[config.mk]
export PLATFORM = sky130hd
export DESIGN_NAME = mef_enchimento_lote
export DESIGN_NICKNAME = d
export VERILOG_FILES = /design/src/rtl/mef_enchimento_lote.sv
export SDC_FILE = /design/constraint.sdc
export NUM_CORES = 1
export LEC_CHECK = 0
export CORE_ASPECT_RATIO = 1.4
export CORE_UTILIZATION = 30
export CTS_CLUSTER_SIZE = 28
export DETAILED_ROUTE_END_ITERATION = 7
export GPL_ROUTABILITY_DRIVEN = 0
export GPL_TIMING_DRIVEN = 1
export PLACE_DENSITY = 0.48
export SYNTH_ARGS = -nofsm -noshare
export SYNTH_HDL_FRONTEND = slang
export SYNTH_SLANG_ARGS = --single-unit
export TNS_END_PERCENT = 20
[constraint.sdc]
create_clock -name CK -period 3.2 [get_ports CK]
set_clock_uncertainty 0.15 [all_clocks]
set_input_delay 0.32 -clock CK [delete_from_list [all_inputs] [get_ports CK]]
set_output_delay 0.32 -clock CK [all_outputs]
set_load 0.01 [all_outputs]
[src/rtl/mef_enchimento_lote.sv]
// Batch bottle-filling sequencer: conveyor motor and fill valve control with
// settle delay, fill timeout, batch counting and a latched, acknowledged alarm.
module mef_enchimento_lote #(
    parameter int unsigned CNT_W         = 4,
    parameter int unsigned BATCH_SIZE    = 3,
    parameter int unsigned TIMER_W       = 8,
    parameter int unsigned SETTLE_CYCLES = 2,
    parameter int unsigned FILL_TIMEOUT  = 16
) (
    input  logic             CK,
    input  logic             nReset,
    input  logic             Start,
    input  logic             TemR,
    input  logic             TemG,
    input  logic             Cheia,
    input  logic             AckAlarme,
    output logic             Motor,
    output logic             Enchendo,
    output logic             Pronto,
    output logic             LoteCompleto,
    output logic             Alarme,
    output logic [1:0]       CausaAlarme,
    output logic [CNT_W-1:0] Contagem
);

    typedef enum logic [2:0] {
        ST_IDLE    = 3'd0,
        ST_MOVE    = 3'd1,
        ST_SETTLE  = 3'd2,
        ST_FILL    = 3'd3,
        ST_RELEASE = 3'd4,
        ST_BATCH   = 3'd5,
        ST_ALARM   = 3'd6
    } state_t;

    localparam logic [1:0]         CAUSA_NONE  = 2'b00;
    localparam logic [1:0]         CAUSA_RES   = 2'b01;
    localparam logic [1:0]         CAUSA_TMO   = 2'b10;
    localparam logic [TIMER_W-1:0] SETTLE_LAST = TIMER_W'(SETTLE_CYCLES - 1);
    localparam logic [TIMER_W-1:0] FILL_LAST   = TIMER_W'(FILL_TIMEOUT - 1);
    localparam logic [CNT_W-1:0]   BATCH_CNT   = CNT_W'(BATCH_SIZE);

    state_t             r_state;
    state_t             w_next_state;
    logic [TIMER_W-1:0] r_timer;
    logic [TIMER_W-1:0] w_next_timer;
    logic [CNT_W-1:0]   r_contagem;
    logic [CNT_W-1:0]   w_next_contagem;
    logic [1:0]         r_causa;
    logic [1:0]         w_next_causa;

    logic r_motor, r_enchendo, r_pronto, r_lote, r_alarme;
    logic w_motor, w_enchendo, w_pronto, w_lote, w_alarme;

    // State, timer, counter, cause and output flops; outputs load the decode of
    // the next state so they always match the state register.
    always_ff @(posedge CK or negedge nReset) begin
        if (!nReset) begin
            r_state    <= ST_IDLE;
            r_timer    <= '0;
            r_contagem <= '0;
            r_causa    <= CAUSA_NONE;
            r_motor    <= 1'b0;
            r_enchendo <= 1'b0;
            r_pronto   <= 1'b0;
            r_lote     <= 1'b0;
            r_alarme   <= 1'b0;
        end else begin
            r_state    <= w_next_state;
            r_timer    <= w_next_timer;
            r_contagem <= w_next_contagem;
            r_causa    <= w_next_causa;
            r_motor    <= w_motor;
            r_enchendo <= w_enchendo;
            r_pronto   <= w_pronto;
            r_lote     <= w_lote;
            r_alarme   <= w_alarme;
        end
    end

    // Next-state logic; reservoir loss outranks every other condition while active.
    always_comb begin
        w_next_state    = r_state;
        w_next_contagem = r_contagem;
        w_next_causa    = r_causa;
        unique case (r_state)
            ST_IDLE: begin
                if (Start) begin
                    if (!TemR) begin
                        w_next_state = ST_ALARM;
                        w_next_causa = CAUSA_RES;
                    end else if (TemG) begin
                        w_next_state = ST_SETTLE;
                    end else begin
                        w_next_state = ST_MOVE;
                    end
                end
            end
            ST_MOVE: begin
                if (!TemR) begin
                    w_next_state = ST_ALARM;
                    w_next_causa = CAUSA_RES;
                end else if (!Start) begin
                    w_next_state = ST_IDLE;
                end else if (TemG) begin
                    w_next_state = ST_SETTLE;
                end
            end
            ST_SETTLE: begin
                if (!TemR) begin
                    w_next_state = ST_ALARM;
                    w_next_causa = CAUSA_RES;
                end else if (!Start) begin
                    w_next_state = ST_IDLE;
                end else if (r_timer == SETTLE_LAST) begin
                    w_next_state = ST_FILL;
                end
            end
            ST_FILL: begin
                if (!TemR) begin
                    w_next_state = ST_ALARM;
                    w_next_causa = CAUSA_RES;
                end else if (!Start) begin
                    w_next_state = ST_IDLE;
                end else if (Cheia) begin
                    w_next_state = ST_RELEASE;
                    if (r_contagem < BATCH_CNT) begin
                        w_next_contagem = r_contagem + CNT_W'(1);
                    end
                end else if (r_timer == FILL_LAST) begin
                    w_next_state = ST_ALARM;
                    w_next_causa = CAUSA_TMO;
                end
            end
            ST_RELEASE: begin
                if (!TemR) begin
                    w_next_state = ST_ALARM;
                    w_next_causa = CAUSA_RES;
                end else if (!TemG) begin
                    if (r_contagem == BATCH_CNT) begin
                        w_next_state = ST_BATCH;
                    end else if (Start) begin
                        w_next_state = ST_MOVE;
                    end else begin
                        w_next_state = ST_IDLE;
                    end
                end
            end
            ST_BATCH: begin
                if (!Start) begin
                    w_next_state    = ST_IDLE;
                    w_next_contagem = '0;
                end
            end
            ST_ALARM: begin
                if (AckAlarme && TemR) begin
                    w_next_state = ST_IDLE;
                    w_next_causa = CAUSA_NONE;
                end
            end
            default: begin
                w_next_state = ST_IDLE;
            end
        endcase

        // Timer runs only while staying in SETTLE or FILL.
        w_next_timer = '0;
        if ((w_next_state == r_state) &&
            ((r_state == ST_SETTLE) || (r_state == ST_FILL))) begin
            w_next_timer = r_timer + TIMER_W'(1);
        end
    end

    // Moore output decode of the upcoming state.
    always_comb begin
        w_motor    = 1'b0;
        w_enchendo = 1'b0;
        w_pronto   = 1'b0;
        w_lote     = 1'b0;
        w_alarme   = 1'b0;
        unique case (w_next_state)
            ST_MOVE:    w_motor    = 1'b1;
            ST_FILL:    w_enchendo = 1'b1;
            ST_RELEASE: begin
                w_motor  = 1'b1;
                w_pronto = 1'b1;
            end
            ST_BATCH:   w_lote     = 1'b1;
            ST_ALARM:   w_alarme   = 1'b1;
            default:    w_motor    = 1'b0;
        endcase
    end

    assign Motor        = r_motor;
    assign Enchendo     = r_enchendo;
    assign Pronto       = r_pronto;
    assign LoteCompleto = r_lote;
    assign Alarme       = r_alarme;
    assign CausaAlarme  = r_causa;
    assign Contagem     = r_contagem;

endmodule
==> results.md <==
- The post-route minimum period is 2.37 ns.
- The clock net in this run drives a total of 22 sinks.
- The placed cell area is 0.00149 mm2.
- The final reports fail on DRC.
- The TritonCTS clock tree is yes.
- The total global-route track usage is 0.141.
- The number of vias after detailed routing is 1,064.
- The setup path with the least slack is of type primary input to flip-flop.
- The share of the synthesized area in the top cell type is 0.430.
- The final setup slack of the worst path is 0.829 ns.
- Walking the worst path, the cells encountered are clkdlybuf4s50_1 -> or4bb_1 -> nor4_4 -> a311oi_2 -> and2_4 -> a2111oi_1.
- The tool flagged a number of max-cap violations equal to 0.
- For the worst setup path, the data required time is 3.20 ns.
- The number of hold buffers added after cts is 0.
- The number of buffers created by CTS is 3.
- The largest net degree at the start of global routing is 23.
- The fraction of synthesis flops using an asynchronous set or reset pin is 1.00.
- The final core utilization is 0.383.
- 18 I/O pins were placed.
- The normalized max-slew margin is 0.650.
- The worst reg2reg path startpoint is r_state[0].
- In the post-synthesis netlist, the biggest area contributors are sky130_fd_sc_hd__dfrtp_1 43%, sky130_fd_sc_hd__nor2_1 4.4%, sky130_fd_sc_hd__o21ai_0 3.1%.
- The count of endpoints failing setup in the final report is 0.
- The setup slack after placement is 0.531 ns.
- The number of routed nets with antenna violations is 0.
- The die height is 79.3 um.
- The flip-flop and latch count after synthesis is 22.
- In the final routed layout, each cell accounts on average for 15.3 um.
- After clock tree synthesis, the clock-pin slew on the worst setup and hold paths is 0.08 ns.
- In this run the deepest clock path goes through 2 buffers.
- The total global routing overflow is 0.
- Of the available clock period, the critical path in the final layout requires 0.741.
- The peak clock frequency supported by timing is 422 MHz.
- A synthesized cell averages 9.71 um2.
- The library cell contributing the largest single delay on the critical path is sky130_fd_sc_hd__clkdlybuf4s50_1.
- The worst IR drop on VDD is 236 uV.
- The via-per-instance ratio is 5.57.
- The growth of design area from synthesis to finish is 20.2%.
- For this run, the number of Yosys warnings is 0.
- In this run, the number of DRC markers left after iteration 0 of detailed routing was 49.
- The clock network latency to the later pin of the worst-skew pair is 0.26 ns.
- The max-slew violation count came to 0.
- Synthesis handed over a netlist of 132 instances.
- The path category of the worst min-delay check is primary input to asynchronous set/reset pin.
- The power after layout is 1.07 mW.
- The post-CTS setup repair buffer count is 0.
- The finished layout cell area is 0.00154 mm2.
- The part of the Yosys area used for sequential elements is 0.430.
- The critical path starts at TemR.
- Summed over all cells, the static leakage comes to 0.630 nW.
- In this run the worst path has a maximum fanout of 12.
- The maximum single-stage delay on the critical path is 0.71 ns.
- The number of global-route vias before repair came to 1,097.
- The count of port buffers added during placement is 17.
- The total routed wirelength is 2920 um.
- The deepest level of the CTS H-tree is 1.
- The share of final-layout standard cells stronger than drive strength 1 is 0.101.
- The number of antenna diodes is 0.
- Excluding fillers, the count of instances in the completed layout stands at 191.
- The buffers plus inverters on the worst setup path is 1.
- The worst hold slack after final layout is 0.249 ns.
- The die boundary width is 57.2 um.
- Counting every net in the synthesized netlist gives 142.
- The kind of capture point of the worst setup path is a flip-flop.
- The floorplan die area is 0.00454 mm2.
- The core footprint is 0.00402 mm2.
- For this run, the detailed router's first-pass iteration total came to 6.
- For this configuration, the core starts out at a cell density of 0.319.
- The total DRC errors in the routed layout is 4.
- After floorplanning, the core was divided into 27 placement rows.
- The power per cell area is 692 mW/mm2.
- The worst setup path is launched from a primary input.
- In this run, synthesis inferred 0 flip-flops with an integrated enable.
- The number of antenna violations at the first check in global routing is 0.
- sky130_fd_sc_hd__dfrtp_1 takes more of the synthesized area than any other cell.
- The synthesized cell area is 0.00128 mm2.
- The cell family with the largest share of critical-path delay is simple AND/OR/NAND/NOR gates.
- The total placed cells including tap cells is 187.
- The count of instances resized after the clock tree is built is 0.
- The run finished, with violations left.
- Setup repair after global routing left no endpoint under its margin.
- Data on the critical path arrives at its endpoint at 2.37 ns.
- Summed over all nets, the half-perimeter wirelength after detailed placement is 2210 um.
- The first global-routing pass estimated 4930 um of wire.
- The transition time at the pin with the least slew margin is 0.526 ns.
- The number of unique standard cell types used by synthesis is 45.
- For this run, the leading register cell type out of synthesis is sky130_fd_sc_hd__dfrtp_1.
- The number of nets in the finished design is 159.
- The hold violation total from the final report is 0.
- The root buffer cell is sky130_fd_sc_hd__clkbuf_8.
- For the final routed database, the setup TNS stands at 0 ns.
-- report_power, final --
group | switching, mW | internal [mW] | leakage (nW) | total (mW)
Combinational | 0.222 | 0.216 | 0.310 | 0.438
Sequential | 0.0880 | 0.337 | 0.291 | 0.425
Clock | 0.0922 | 0.110 | 0.0288 | 0.202
-- logic make-up (layout without fill, tap and decap cells) --
kind of cell | after synthesis | in the layout | synth area share
flip-flops | 22 | 22 | 0.430
buffers and inverters | 13 | 29 | 0.0420
multiplexers | 3 | 3 | 0.0244
AO/OA/AOI/OAI | 36 | 36 | 0.214
XOR/XNOR | 6 | 6 | 0.0410
adder cells (fa/ha/maj) | 3 | 3 | 0.0293
AND/OR/NAND/NOR | 49 | 49 | 0.220
-- cell usage in the layout (no fill, tap or decap), types with 2 or more instances in the layout --
master / instances
sky130_fd_sc_hd__xnor2_1: 4
sky130_fd_sc_hd__nor3_1: 3
sky130_fd_sc_hd__nand2_1: 6
sky130_fd_sc_hd__nor2b_1: 4
sky130_fd_sc_hd__a2111oi_1: 2
sky130_fd_sc_hd__a21oi_1: 7
sky130_fd_sc_hd__nand3_1: 3
sky130_fd_sc_hd__xor2_1: 2
sky130_fd_sc_hd__dfrtp_1: 22
sky130_fd_sc_hd__inv_1: 7
sky130_fd_sc_hd__clkbuf_8: 4
sky130_fd_sc_hd__or3b_2: 2
sky130_fd_sc_hd__clkdlybuf4s50_1: 17
sky130_fd_sc_hd__mux2i_1: 2
sky130_fd_sc_hd__nor2_1: 15
sky130_fd_sc_hd__nand2b_1: 4
sky130_fd_sc_hd__ha_1: 3
sky130_fd_sc_hd__and2_1: 2
sky130_fd_sc_hd__o21ai_0: 8
sky130_fd_sc_hd__o2111a_1: 2
sky130_fd_sc_hd__a22o_1: 2
sky130_fd_sc_hd__and3_1: 2
sky130_fd_sc_hd__o21bai_1: 2
-- per-layer routing --
metal | wire, um | global-route usage | part of all wire
met1 | 1220 | 0.159 | 0.42
met2 | 1490 | 0.254 | 0.51
met3 | 113 | 0.0147 | 0.039
met4 | 90 | 0.0805 | 0.031
met5 | 0 | 0 | 0
-- flip-flops by register name, summed over array words and instances (netlist names) --
name,flops
r_timer,8
Pronto,1
Alarme,1
CausaAlarme,2
Motor,1
r_state,3
LoteCompleto,1
Enchendo,1
Contagem,4
-- cell usage after synthesis, types with 3 or more instances --
| cell | number |
|---|---|
| sky130_fd_sc_hd__nor3_1 | 3 |
| sky130_fd_sc_hd__o21ai_0 | 8 |
| sky130_fd_sc_hd__nand2b_1 | 4 |
| sky130_fd_sc_hd__ha_1 | 3 |
| sky130_fd_sc_hd__nor2b_1 | 4 |
| sky130_fd_sc_hd__xnor2_1 | 4 |
| sky130_fd_sc_hd__dfrtp_1 | 22 |
| sky130_fd_sc_hd__nand3_1 | 3 |
| sky130_fd_sc_hd__buf_2 | 4 |
| sky130_fd_sc_hd__inv_1 | 7 |
| sky130_fd_sc_hd__nand2_1 | 6 |
| sky130_fd_sc_hd__nor2_1 | 15 |
| sky130_fd_sc_hd__a21oi_1 | 7 |
-- final cells by class --
type,instances,area [um2]
fillers,419,2480
inverters,7,26.3
well taps,43,53.8
repair buffers,18,178
clock buffers,4,55.1
multi-input cells,97,677
flip-flops and latches,22,551
-- path summary, 6_finish.rpt --
kind | endpoint | slack (ns) | depth (start not counted)
max reg2reg | r_timer[2] | 0.88 | 5
max | r_timer[2] | 0.83 | 6
min | Contagem[1] | 0.25 | 2
min in group CK | CausaAlarme[0] | 0.36 | 1
max in group asynchronous | Contagem[3] | 2.42 | 2
min reg2reg | CausaAlarme[0] | 0.36 | 1
Note: power is estimated with default switching activity, not from simulation.
